===== src/rtl/adc_ltc2308_reader.sv =====
`default_nettype none
// ============================================================================
// Module   : adc_ltc2308_reader
// Purpose  : Free-running LTC2308 reader alternating left/right channels and
//            presenting the latest coherent pair as {R, L} on adc_value.
//            Define ADC_AVG_EN to output the mean of four results per channel.
// Revision : 1.0 - initial release
// ============================================================================
module adc_ltc2308_reader #(
    parameter int CLK_DIV     = 2,
    parameter int CONV_CYCLES = 80,
    parameter int CH_L        = 0,
    parameter int CH_R        = 1
) (
    input  logic        clk,
    input  logic        reset,
    output logic        adc_convst,
    output logic        adc_sck,
    output logic        adc_sdi,
    input  logic        adc_sdo,
    output logic [23:0] adc_value,
    output logic        adc_valid
);

    localparam logic [15:0] c_START_LAST = 16'd1;
    localparam logic [15:0] c_WAIT_LAST  = 16'(CONV_CYCLES - 1);
    localparam logic [15:0] c_DIV_LAST   = 16'(CLK_DIV - 1);
    localparam logic [4:0]  c_HALF_LAST  = 5'd23;
    localparam logic [2:0]  c_CH_L       = 3'(CH_L);
    localparam logic [2:0]  c_CH_R       = 3'(CH_R);
    localparam logic [5:0]  c_CFG_L      = {1'b1, c_CH_L[0], c_CH_L[2:1], 2'b10};
    localparam logic [5:0]  c_CFG_R      = {1'b1, c_CH_R[0], c_CH_R[2:1], 2'b10};

    typedef enum logic [1:0] {
        S_START = 2'd0,
        S_WAIT  = 2'd1,
        S_SHIFT = 2'd2,
        S_DONE  = 2'd3
    } state_t;

    state_t      r_state;
    state_t      w_state_next;
    logic [15:0] r_cnt;
    logic [4:0]  r_half;
    logic        r_in_start;
    logic        r_sck;
    logic        r_sdi;
    logic [11:0] r_shift;
    logic        r_next_ch;
    logic        r_prev_ch;
    logic        r_first;
    logic [23:0] r_value;
    logic        r_valid;
    logic        w_tick;
    logic        w_rise;
    logic        w_fall;
    logic [3:0]  w_period_next;
    logic [5:0]  w_cfg;
    logic        w_cfg_bit;

    always_ff @(posedge clk or posedge reset) begin
        if (reset) begin
            r_state <= S_START;
        end else begin
            r_state <= w_state_next;
        end
    end

    always_comb begin
        w_state_next = r_state;
        case (r_state)
            S_START: if (r_cnt == c_START_LAST) w_state_next = S_WAIT;
            S_WAIT:  if (r_cnt == c_WAIT_LAST)  w_state_next = S_SHIFT;
            S_SHIFT: if (w_tick && (r_half == c_HALF_LAST)) w_state_next = S_DONE;
            default: w_state_next = S_START;
        endcase
    end

    // Within SHIFT the counter measures one SCK half-period; r_half counts halves.
    assign w_tick        = (r_state == S_SHIFT) && (r_cnt == c_DIV_LAST);
    assign w_rise        = w_tick && !r_half[0];
    assign w_fall        = w_tick &&  r_half[0];
    assign w_period_next = r_half[4:1] + 4'd1;
    assign w_cfg         = r_next_ch ? c_CFG_R : c_CFG_L;
    assign w_cfg_bit     = (w_period_next < 4'd6) ? w_cfg[3'd5 - w_period_next[2:0]] : 1'b0;

    always_ff @(posedge clk or posedge reset) begin
        if (reset) begin
            r_cnt      <= '0;
            r_half     <= '0;
            r_in_start <= 1'b1;
            r_sck      <= 1'b0;
            r_sdi      <= 1'b0;
            r_shift    <= '0;
        end else begin
            r_in_start <= (w_state_next == S_START);
            if ((w_state_next != r_state) || w_tick) r_cnt <= '0;
            else                                     r_cnt <= r_cnt + 16'd1;
            if (r_state != S_SHIFT) r_half <= '0;
            else if (w_tick)        r_half <= r_half + 5'd1;
            if (w_tick) r_sck <= ~r_sck;
            if ((r_state == S_WAIT) && (w_state_next == S_SHIFT)) r_sdi <= w_cfg[5];
            else if (w_fall)                                        r_sdi <= w_cfg_bit;
            if (w_rise) r_shift <= {r_shift[10:0], adc_sdo};
        end
    end

`ifdef ADC_AVG_EN
    logic [13:0] r_acc_l;
    logic [13:0] r_acc_r;
    logic [1:0]  r_avg_cnt;
    logic [13:0] w_sum_r;

    assign w_sum_r = r_acc_r + {2'b00, r_shift};
`else
    logic [11:0] r_hold_l;
`endif

    // Data shifted in this pass answers the config sent in the previous pass.
    always_ff @(posedge clk or posedge reset) begin
        if (reset) begin
            r_next_ch <= 1'b0;
            r_prev_ch <= 1'b0;
            r_first   <= 1'b1;
            r_value   <= '0;
            r_valid   <= 1'b0;
`ifdef ADC_AVG_EN
            r_acc_l   <= '0;
            r_acc_r   <= '0;
            r_avg_cnt <= '0;
`else
            r_hold_l  <= '0;
`endif
        end else begin
            r_valid <= 1'b0;
            if (r_state == S_DONE) begin
                r_prev_ch <= r_next_ch;
                r_next_ch <= ~r_next_ch;
                if (r_first) begin
                    r_first <= 1'b0;
                end else if (!r_prev_ch) begin
`ifdef ADC_AVG_EN
                    r_acc_l <= r_acc_l + {2'b00, r_shift};
`else
                    r_hold_l <= r_shift;
`endif
                end else begin
`ifdef ADC_AVG_EN
                    if (r_avg_cnt == 2'd3) begin
                        r_value <= {w_sum_r[13:2], r_acc_l[13:2]};
                        r_valid <= 1'b1;
                        r_acc_l <= '0;
                        r_acc_r <= '0;
                    end else begin
                        r_acc_r <= w_sum_r;
                    end
                    r_avg_cnt <= r_avg_cnt + 2'd1;
`else
                    r_value <= {r_shift, r_hold_l};
                    r_valid <= 1'b1;
`endif
                end
            end
        end
    end

    // CONVST must be high from the very first cycle after release yet low in reset.
    assign adc_convst = r_in_start & ~reset;
    assign adc_sck    = r_sck;
    assign adc_sdi    = r_sdi;
    assign adc_value  = r_value;
    assign adc_valid  = r_valid;

endmodule
`default_nettype wire


===== config.mk =====
export PLATFORM = sky130hd
export DESIGN_NAME = adc_ltc2308_reader
export DESIGN_NICKNAME = d
export VERILOG_FILES = /design/src/rtl/adc_ltc2308_reader.sv
export SDC_FILE = /design/constraint.sdc
export NUM_CORES = 1
export LEC_CHECK = 0
export CAP_MARGIN = 20
export CORE_MARGIN = 2
export CORE_UTILIZATION = 35
export DETAILED_ROUTE_END_ITERATION = 7
export PLACE_DENSITY_LB_ADDON = 0.05
export SYNTH_ARGS = -nofsm -noshare
export SYNTH_HDL_FRONTEND = slang
export SYNTH_SLANG_ARGS = --single-unit

===== constraint.sdc =====
create_clock -name clk -period 3.1 [get_ports clk]
set_input_delay 0.62 -clock clk [delete_from_list [all_inputs] [get_ports clk]]
set_output_delay 0.62 -clock clk [all_outputs]
set_load 0.005 [all_outputs]

==> impl_metrics.ini <==
[sta]
fmax_mhz = 437.4
setup_viol = 0
fin_skew_ns = 0.01246
timing.final.crit_share_pct = 73.76
relSlewSlack_pct = 57.74
drv_slew = 0
finalHoldViolCount = 0
worst_hold_slack_ns = 0.4767
rsz0062_at_grt = false
period_minus_slack_ns = 2.286
fin_setup_tns_ns = 0
worst_pin_slew_ns = 0.6331

[route]
drt_pre_antenna_iters = 4
wirelength_um = 6223
met1_length_um = 3143
via_per_inst = 5.005
top_layer_used = met4
wl_met3_um = 182
num_vias = 2072
avgRoutedWirePerCell_um = 15.03
antenna_left = 0
drc = 0
drt_iter0_markers = 85
met2_length_um = 2791

[setup_path]
crit_path_start_kind = input pin
end_kind = output port
critPathMostFrequentCell = clkdlybuf4s50_1
regToRegEndpoint = r_shift[9]$_DFFE_PP0P_
r2r-start = r_cnt[7]$_DFF_PP0_
reg2reg_slack_ns = 1.26
crit_fanout = 2
crit_buf_inv = 2
cpPeakStageDelay_ns = 0.50
cp_top_family = buffers and inverters
crit_chain = clkdlybuf4s50_1 > nor2b_1 > clkdlybuf4s50_1
cp_slowest_cell = clkdlybuf4s50_1
cp.arrival_ns = 1.67
critPathRequiredTime_ns = 2.48
crit_type = in -> out
crit_start = reset
r2r_cells = 5

[floorplanning]
die_x_um = 101.3
coreArea_um2 = 9196
die_h_um = 101.3
die-area_um2 = 10260
io_pins = 31
rows = 35
initial_utilization_pct = 36.03

[worst_hold_path]
hp-class = reg -> reg
hold_depth = 1
holdPathEnd = adc_sck$_DFFE_PP0P_
hold_start = adc_sck$_DFFE_PP0P_

[power]
power.ir.vdd_worst_uv = 174.0
pwr_density_cell_nw_per_um2 = 428.2
p_leak_uw = 0.001840

[logic_synthesis]
synth-seq-area-share_pct = 58.99
netlist_area_um2 = 3313
avgSynthCellArea_um2 = 12.89
ys_seq_elements = 78
synthCells = 257
synthTopCellsByArea = dfrtp_1 57%, mux2_2 17%, xnor2_1 3.7%
synth.top_cells.by_count = 76 x dfrtp_1, 49 x mux2_2, 14 x a21oi_1, 14 x xnor2_1, 11 x inv_1
synthesis.nets = 264
synth_edf_count = 0
yosys_warnings = 0
synth_top_area_share_pct = 57.40
yosysMostFrequentCell = dfrtp_1
synth_cell_types = 39
async_flop_share_pct = 100.0
ys.flop_type = dfrtp_1
yosys.area.top_type = dfrtp_1

[finish]
stdcell_count = 414
area_growth_pct = 19.26
seqCellArea_um2 = 1954
final_area_um2 = 3951
fin_nets = 306
multi_input_area_um2 = 1284
fillers = 865
antennaDiodeCount = 0
drive_gt1_share_pct = 27.72

[clock_tree]
clkLatencyLatePin_ns = 0.34
post_cts_buffers = 0
clk_pin_slew_ns = 0.07
cts_tree = yes
cts_max_level = 3
cts_hold_buffers = 0
clock_sinks = 78
cts_resized = 0
cts_inserted_buffers = 9
root_buffer = clkbuf_8
clk_path_buf_depth = 2

[global_route]
grt_first_pass_wirelength_um = 10450
overflow = 0
antenna_found_initial = 0
grt_max_degree = 37
grt.total_usage_pct = 13.14
grt_pass1_vias = 2055

[placement]
dpl.hpwl_um = 4027
dp.cells = 399
dpl_cell_area_um2 = 3787
portBuffers = 30
gp_congestion = 0.7682

[outcome]
outcome = finished clean

[flow_run]
max_cap_violations = 0
-- layer usage --
metal  track usage (%)  up-vias
li1                  -      994
met1             18.71     1039
met2             19.26       28
met3             3.037       11
met4             5.613        0
met5                 0        -
-- how the worst max path moves through the flow --
stage          slack (ns)  cells past startpoint             endpoint
2_1_floorplan        0.49                      1  adc_sck$_DFFE_PP0P_
3_3_place_gp         0.80                      3           adc_convst
3_5_place_dp         0.81                      3           adc_convst
4_1_cts              0.81                      3           adc_convst
5_1_grt              0.79                      3           adc_convst
6_report             0.81                      3           adc_convst
-- per-stage QoR --
| stage | total power (uW) | worst slack [ns] | util (%) |
|---|---|---|---|
| 2_1_floorplan | 1052 | 0.4883 | - |
| 3_3_place_gp | 1065 | 0.8038 | 41.18 |
| 3_5_place_dp | 1065 | 0.8066 | 41.18 |
| 4_1_cts | 1734 | 0.8066 | 42.97 |
| 5_1_grt | 1763 | 0.7873 | 42.97 |
| 6_report | 1692 | 0.8135 | 42.97 |
-- cells in the final DEF, fill, tap and decap left out, drive strengths merged, types with 2 or more instances in the layout --
cell type      count
a21oi             14
a22oi              2
and2               2
buf                9
clkbuf             9
clkdlybuf4s50     30
clkinv             6
dfrtp             76
dfstp              2
ha                 4
inv               10
mux2              49
nand2             10
nand2b             2
nand3             10
nand4              4
nor2              10
nor3               5
nor4               5
o21ai              7
o31ai              2
or3                6
xnor2             14
xor2               2
-- flip-flops by register name, summed over array words and instances (netlist names) --
name	flops
r_prev_ch	1
r_hold_l	12
r_cnt	16
adc_value	24
r_in_start	1
r_half	5
r_state	2
r_shift	12
adc_sck	1
adc_valid	1
adc_sdi	1
r_first	1
r_next_ch	1
-- layout make-up --
class                   instances  share of cell area [%]
inverters                      11                   1.077
clock inverters                 6                   1.013
multi-input cells             160                   32.49
flip-flops and latches         78                   49.46
repair buffers                 39                   9.310
well taps                     111                   3.515
clock buffers                   9                   3.135
-- cells by family after synthesis --
| logic type | count (synthesis) | synth area share [%] |
|---|---|---|
| compound gates | 30 | 5.400 |
| fa+ha+maj | 4 | 1.511 |
| flops | 78 | 58.99 |
| mux | 50 | 16.96 |
| xor+xnor | 16 | 4.230 |
| simple gates | 60 | 10.50 |
| buf+inv | 19 | 2.417 |
-- report_power, final --
group | leakage, uW | switching, uW | total [uW] | internal (uW)
combinational | 0.000701 | 20.6 | 25.4 | 4.82
sequential | 0.00105 | 0 | 1020 | 1020
clock | 0.0000848 | 365 | 650 | 285
total | 0.00184 | 386 | 1690 | 1310
(Power assumes the default switching activity.)
